File: config.mk
export PLATFORM = sky130hd
export DESIGN_NAME = fetch_stage_flat
export DESIGN_NICKNAME = d
export VERILOG_FILES = /design/src/rtl/fetch_stage_if.sv /design/src/rtl/fetch_stage.sv /design/src/flat_wrapper.sv
export SDC_FILE = /design/constraint.sdc
export NUM_CORES = 1
export LEC_CHECK = 0
export CELL_PAD_IN_SITES_DETAIL_PLACEMENT = 0
export CELL_PAD_IN_SITES_GLOBAL_PLACEMENT = 1
export CORE_MARGIN = 3
export CORE_UTILIZATION = 25
export CTS_CLUSTER_DIAMETER = 200
export CTS_CLUSTER_SIZE = 10
export DETAILED_ROUTE_END_ITERATION = 8
export PLACE_DENSITY = 0.62
export SETUP_SLACK_MARGIN = 0.5
export SLEW_MARGIN = 20
export SYNTH_ARGS = -nofsm -noshare
export SYNTH_HDL_FRONTEND = slang
export SYNTH_SLANG_ARGS = --single-unit
export TNS_END_PERCENT = 30
File: constraint.sdc
create_clock -name clk -period 4 [get_ports clk]
set_input_delay 0.6 -clock clk [delete_from_list [all_inputs] [get_ports clk]]
set_output_delay 0.6 -clock clk [all_outputs]
set_load 0.05 [all_outputs]
File: src/rtl/fetch_stage_if.sv
// Instruction-memory read port between the fetch stage (master)
// and the instruction memory (slave).
interface fetch_stage_if #(
    parameter int ADDR_WIDTH        = 32,
    parameter int INSTRUCTION_WIDTH = 32
);
    logic                         imem_req;
    logic [ADDR_WIDTH-1:0]        imem_addr;
    logic                         imem_ack;
    logic                         imem_rvalid;
    logic [INSTRUCTION_WIDTH-1:0] imem_rdata;
    logic                         imem_error;

    modport master (
        output imem_req,
        output imem_addr,
        input  imem_ack,
        input  imem_rvalid,
        input  imem_rdata,
        input  imem_error
    );

    modport slave (
        input  imem_req,
        input  imem_addr,
        output imem_ack,
        output imem_rvalid,
        output imem_rdata,
        output imem_error
    );
endinterface

File: src/rtl/fetch_stage.sv
// First pipeline stage: owns the fetch PC, issues one imem read at a
// time and buffers the returned word for decode.
module fetch_stage #(
    parameter int                    ADDR_WIDTH        = 32,
    parameter int                    INSTRUCTION_WIDTH = 32,
    parameter logic [ADDR_WIDTH-1:0] RESET_VECTOR      = '0
) (
    input  logic                         clk,
    input  logic                         rst,
    input  logic                         next_stall,
    output logic                         done_next,
    input  logic                         redirect_valid,
    input  logic [ADDR_WIDTH-1:0]        redirect_target,
    fetch_stage_if.master                imem,
    output logic [ADDR_WIDTH-1:0]        program_count_out,
    output logic                         program_count_valid_out,
    output logic [INSTRUCTION_WIDTH-1:0] instruction_data_out,
    output logic                         instruction_data_valid_out
);
    localparam logic [1:0] S_REQ  = 2'd0;
    localparam logic [1:0] S_WAIT = 2'd1;
    localparam logic [1:0] S_FULL = 2'd2;

    logic [1:0]                   state;
    logic [ADDR_WIDTH-1:0]        pc;
    logic                         discard;
    logic [ADDR_WIDTH-1:0]        buf_pc;
    logic [INSTRUCTION_WIDTH-1:0] buf_data;
    logic                         buf_ok;
    logic                         misaligned;
    logic                         req;

    assign misaligned = |pc[1:0];
    // rst gate keeps the request low while the async reset is held
    assign req = rst && (state == S_REQ) && !misaligned;

    assign imem.imem_req  = req;
    assign imem.imem_addr = pc;

    assign done_next                  = (state == S_FULL);
    assign program_count_out          = buf_pc;
    assign program_count_valid_out    = done_next;
    assign instruction_data_out       = buf_data;
    assign instruction_data_valid_out = done_next && buf_ok;

    always_ff @(posedge clk or negedge rst) begin
        if (!rst) begin
            state    <= S_REQ;
            pc       <= RESET_VECTOR;
            discard  <= 1'b0;
            buf_pc   <= '0;
            buf_data <= '0;
            buf_ok   <= 1'b0;
        end else if (redirect_valid) begin
            pc <= redirect_target;
            unique case (state)
                S_REQ: begin
                    if (req && imem.imem_ack) begin
                        state   <= S_WAIT;
                        discard <= 1'b1;
                    end
                end
                S_WAIT: begin
                    if (imem.imem_rvalid) begin
                        state   <= S_REQ;
                        discard <= 1'b0;
                    end else begin
                        discard <= 1'b1;
                    end
                end
                default: begin
                    state <= S_REQ;
                end
            endcase
        end else begin
            unique case (state)
                S_REQ: begin
                    if (misaligned) begin
                        buf_pc   <= pc;
                        buf_data <= '0;
                        buf_ok   <= 1'b0;
                        state    <= S_FULL;
                    end else if (imem.imem_ack) begin
                        state <= S_WAIT;
                    end
                end
                S_WAIT: begin
                    if (imem.imem_rvalid) begin
                        if (discard) begin
                            discard <= 1'b0;
                            state   <= S_REQ;
                        end else begin
                            buf_pc   <= pc;
                            buf_data <= imem.imem_rdata;
                            buf_ok   <= !imem.imem_error;
                            pc       <= pc + ADDR_WIDTH'(4);
                            state    <= S_FULL;
                        end
                    end
                end
                default: begin
                    if (!next_stall) begin
                        state <= S_REQ;
                    end
                end
            endcase
        end
    end
endmodule

File: src/flat_wrapper.sv
// flat-port wrapper written by rule: the top's interface ports become plain ports
module fetch_stage_flat 
#(
    parameter int                    ADDR_WIDTH        = 32,
    parameter int                    INSTRUCTION_WIDTH = 32,
    parameter logic [ADDR_WIDTH-1:0] RESET_VECTOR      = '0
)
  (clk, rst, next_stall, done_next, redirect_valid, redirect_target, program_count_out, program_count_valid_out, instruction_data_out, instruction_data_valid_out, imem_imem_req, imem_imem_addr, imem_imem_ack, imem_imem_rvalid, imem_imem_rdata, imem_imem_error);
  fetch_stage_if #(.ADDR_WIDTH(ADDR_WIDTH), .INSTRUCTION_WIDTH(INSTRUCTION_WIDTH)) imem_i ();
  input  logic clk;
  input  logic rst;
  input  logic next_stall;
  output logic done_next;
  input  logic redirect_valid;
  input  logic [ADDR_WIDTH-1:0] redirect_target;
  output logic [ADDR_WIDTH-1:0] program_count_out;
  output logic program_count_valid_out;
  output logic [INSTRUCTION_WIDTH-1:0] instruction_data_out;
  output logic instruction_data_valid_out;
  output wire logic [$bits(imem_i.imem_req)-1:0] imem_imem_req;
  output wire logic [$bits(imem_i.imem_addr)-1:0] imem_imem_addr;
  input wire logic [$bits(imem_i.imem_ack)-1:0] imem_imem_ack;
  input wire logic [$bits(imem_i.imem_rvalid)-1:0] imem_imem_rvalid;
  input wire logic [$bits(imem_i.imem_rdata)-1:0] imem_imem_rdata;
  input wire logic [$bits(imem_i.imem_error)-1:0] imem_imem_error;
  assign imem_imem_req = imem_i.imem_req;
  assign imem_imem_addr = imem_i.imem_addr;
  assign imem_i.imem_ack = imem_imem_ack;
  assign imem_i.imem_rvalid = imem_imem_rvalid;
  assign imem_i.imem_rdata = imem_imem_rdata;
  assign imem_i.imem_error = imem_imem_error;
  fetch_stage #(.ADDR_WIDTH(ADDR_WIDTH), .INSTRUCTION_WIDTH(INSTRUCTION_WIDTH), .RESET_VECTOR(RESET_VECTOR)) u_core (.clk(clk), .rst(rst), .next_stall(next_stall), .done_next(done_next), .redirect_valid(redirect_valid), .redirect_target(redirect_target), .imem(imem_i), .program_count_out(program_count_out), .program_count_valid_out(program_count_valid_out), .instruction_data_out(instruction_data_out), .instruction_data_valid_out(instruction_data_valid_out));
endmodule
==> impl_metrics.env <==
export IMPL_fin_skew_ns=0.00754
export IMPL_synth_cell_area_um2=4690
export IMPL_drcViolationCount=0
export IMPL_fillCellCount=1806
export IMPL_cts_resized_gates=0
export IMPL_cts_sinks=100
export IMPL_fin_crit_ns=3.01
export IMPL_p_comb_share_pct=50.5
export IMPL_die_x_um=143
export IMPL_cts_tree="done"
export IMPL_critPathArrivalTime_ns=2.41
export IMPL_clockBufferDepth=2
export IMPL_die_y_um=143
export IMPL_vias=3983
export IMPL_wire_per_inst_um=17.0
export IMPL_core_region_area_um2=18200
export IMPL_vias_per_cell=4.69
export IMPL_cts_hold_repair_buffers=0
export IMPL_cp_end_kind="primary output"
export IMPL_ys_ff_latch=100
export IMPL_syn_area_per_cell_um2=10.2
export IMPL_clkLatencyLatePin_ns=0.35
export IMPL_reg2reg_from="u_core.state[0]"
export IMPL_start_util_pct=25.8
export IMPL_powerDensity_nw_per_um2=747
export IMPL_grt_use_total_pct=14.0
export IMPL_syn_nets=534
export IMPL_cp_required_ns=3.40
export IMPL_setup_violations=0
export IMPL_overflow=0
export IMPL_io_buffer_count=170
export IMPL_path_cells="nor4_1, and2_1, clkdlybuf4s50_1"
export IMPL_max_freq_mhz=332
export IMPL_synthCells=462
export IMPL_grt_pass1_vias=3990
export IMPL_cp_start_kind="flip-flop"
export IMPL_r2r_end="u_core.program_count_out[4]"
export IMPL_synthArstFlopShare_pct=100
export IMPL_antenna_found_initial=0
export IMPL_worst_pin_slew_ns=0.983
export IMPL_critPathMaxStageDelay_ns=0.82
export IMPL_min_path_type="primary input to asynchronous set/reset pin"
export IMPL_ys_types=46
export IMPL_r2r_worst_path_cells=4
export IMPL_power_share_clock_pct=18.7
export IMPL_dpl_cell_area_um2=6550
export IMPL_fin_setup_tns_ns=0
export IMPL_die_area_um2=20500
export IMPL_cts_buffers=9
export IMPL_fin_nets=687
export IMPL_synth_edf_count=0
export IMPL_ys_seq_area_share_pct=53.3
export IMPL_cpMaxStageDelayCell="clkdlybuf4s50_1"
export IMPL_cts_root_buf="clkbuf_16"
export IMPL_clk_pin_slew_ns=0.07
export IMPL_hold_worst_slack_ns=0.384
export IMPL_cts_setup_buffers=0
export IMPL_htree_levels=3
export IMPL_total_switching_power_uw=2380
export IMPL_worstPathMaxFanout=12
export IMPL_wirelength_mm=14.4
export IMPL_slew_viol_final=0
export IMPL_grt_max_degree=89
export IMPL_synth_ff_type="dfrtp_1"
export IMPL_drv_cap=0
export IMPL_p_leak_uw=0.00273
export IMPL_final_cell_area_um2=6880
export IMPL_slew_limit_headroom_pct=34.4
export IMPL_ys_warn_count=0
export IMPL_drive_gt1_share_pct=6.29
export IMPL_ir_worst_vdd_mv=0.349
export IMPL_post_route_period_util_pct=75.2
export IMPL_crit_family="buffers and inverters"
export IMPL_drtIter0Drc=267
export IMPL_netSwitchingFraction_pct=46.3
export IMPL_syn2layout_area_growth_pct=46.5
export IMPL_finalNonFillerCells=849
export IMPL_totalPowerFinal_uw=5140
export IMPL_rsz0062_at_grt="false"
export IMPL_hold_viol=0
export IMPL_grt_pass1_wl_mm=22.4
export IMPL_outcome="complete, no violations"
export IMPL_dp_hpwl_mm=10.4
export IMPL_io_pins=171
export IMPL_dpl_cell_count=833
export IMPL_pwr_share_seq_pct=30.8
export IMPL_antenna_cells=0
export IMPL_gp_congestion=0.755
export IMPL_p_int_uw=2760
export IMPL_r2r_slack_ns=1.48
export IMPL_crit_buf_inv=1
export IMPL_path_class="flip-flop to primary output"
export IMPL_ant_nets=0
export IMPL_std_cell_rows=49
export IMPL_first_pass_iters=4
per-stage QoR:
step | utilization, % | setup slack, ns
after floorplan | - | 1.44
after global placement | 36.0 | 1.14
after detailed placement | 36.0 | 1.07
after CTS | 37.8 | 0.961
after global routing | 37.8 | 0.756
final | 37.8 | 0.991
worst max path at each step:
stage                                              end             start  depth (start not counted)  slack [ns]
after global placement    u_core.program_count_out[23]  imem_imem_rvalid                          5        1.14
after global routing                     imem_imem_req   u_core.state[1]                          3        0.76
after CTS                                imem_imem_req   u_core.state[1]                          3        0.96
after detailed placement  u_core.program_count_out[23]  imem_imem_rvalid                          5        1.07
after floorplan             instruction_data_valid_out   u_core.state[1]                          3        1.44
final                                    imem_imem_req   u_core.state[1]                          3        0.99
layer usage:
metal | up-vias | track usage, % | wire length (µm) | share of wire [%]
li1 | 1955 | - | - | -
met5 | - | 0 | 0 | 0
met3 | 8 | 3.72 | 783 | 5.4
met1 | 1919 | 18.2 | 6260 | 43
met2 | 101 | 23.2 | 7200 | 50
met4 | 0 | 3.75 | 154 | 1.1
power by group through the flow:
| stage | logic (µW) | registers (µW) | clock network, µW |
|---|---|---|---|
| 5_1_grt | 2740 | 1630 | 1030 |
| 3_5_place_dp | 2630 | 1600 | 0 |
| 3_3_place_gp | 2600 | 1590 | 0 |
| 6_report | 2600 | 1580 | 962 |
| 4_1_cts | 2630 | 1590 | 995 |
| 2_1_floorplan | 570 | 2700 | 0 |
synth_stat cells, types with 2 or more instances:
| library cell | count | area share, % |
|---|---|---|
| clkbuf_1 | 19 | 1.5 |
| and2_1 | 5 | 0.67 |
| mux2i_1 | 2 | 0.43 |
| xor2_1 | 6 | 1.1 |
| nor3_1 | 3 | 0.32 |
| mux2_1 | 23 | 5.5 |
| a31oi_1 | 14 | 1.9 |
| and3_1 | 7 | 0.93 |
| or3_1 | 2 | 0.27 |
| dfrtp_1 | 100 | 53 |
| o21ai_0 | 49 | 5.2 |
| o211ai_1 | 6 | 0.96 |
| or4_1 | 16 | 2.6 |
| mux2_2 | 8 | 1.9 |
| buf_6 | 4 | 0.96 |
| buf_2 | 6 | 0.64 |
| nand2_1 | 89 | 7.1 |
| inv_1 | 6 | 0.48 |
| nand3_1 | 16 | 1.7 |
| nand2b_1 | 3 | 0.40 |
| nor2_1 | 21 | 1.7 |
| buf_4 | 3 | 0.48 |
| nor2b_1 | 2 | 0.27 |
| nand4_1 | 6 | 0.80 |
| a21oi_1 | 5 | 0.53 |
| a211oi_1 | 2 | 0.32 |
| nand2_2 | 2 | 0.27 |
| nand4_4 | 4 | 1.8 |
| and4_1 | 6 | 1.1 |
| o31ai_1 | 10 | 1.6 |
| xnor2_1 | 2 | 0.37 |
flip-flops by register name, summed over array words and instances (netlist names):
signal	cells
u_core.imem.imem_addr	32
u_core.instruction_data_out	32
u_core.program_count_out	32
u_core.state	2
u_core.buf_ok	1
u_core.discard	1
cell type report:
type                    count  area, µm²  share of cell area [%]
flip-flops and latches    100       2500                    36.4
multi-input cells         323       2000                    29.1
repair buffers            175       1740                    25.3
well taps                 229        287                    4.17
clock buffers               9        225                    3.27
clock inverters             7        100                    1.46
inverters                   6       22.5                   0.327
layout by cell type (no fill, tap or decap), types with 7 or more instances in the layout:
cell type	Yosys	routed
nand2_1	89	89
dfrtp_1	100	100
clkbuf_16	0	9
or4_1	16	16
o21ai_0	49	49
mux2_2	8	8
a31oi_1	14	14
and3_1	7	7
nand3_1	16	16
clkdlybuf4s50_1	0	169
nor2_1	21	20
mux2_1	23	23
o31ai_1	10	10
logic make-up (layout without fill, tap and decap cells):
| family | count (synthesis) | after routing | synth area share (%) |
|---|---|---|---|
| muxes | 33 | 33 | 7.86 |
| adders and majority gates | 1 | 1 | 0.267 |
| and+or+nand+nor | 185 | 185 | 20.4 |
| AOI/OAI and AO/OA | 96 | 96 | 12.5 |
| buffers and inverters | 39 | 197 | 4.16 |
| DFF | 100 | 100 | 53.3 |
| xor gates and xnor gates | 8 | 8 | 1.49 |
Note: power is estimated with default switching activity, not from simulation.
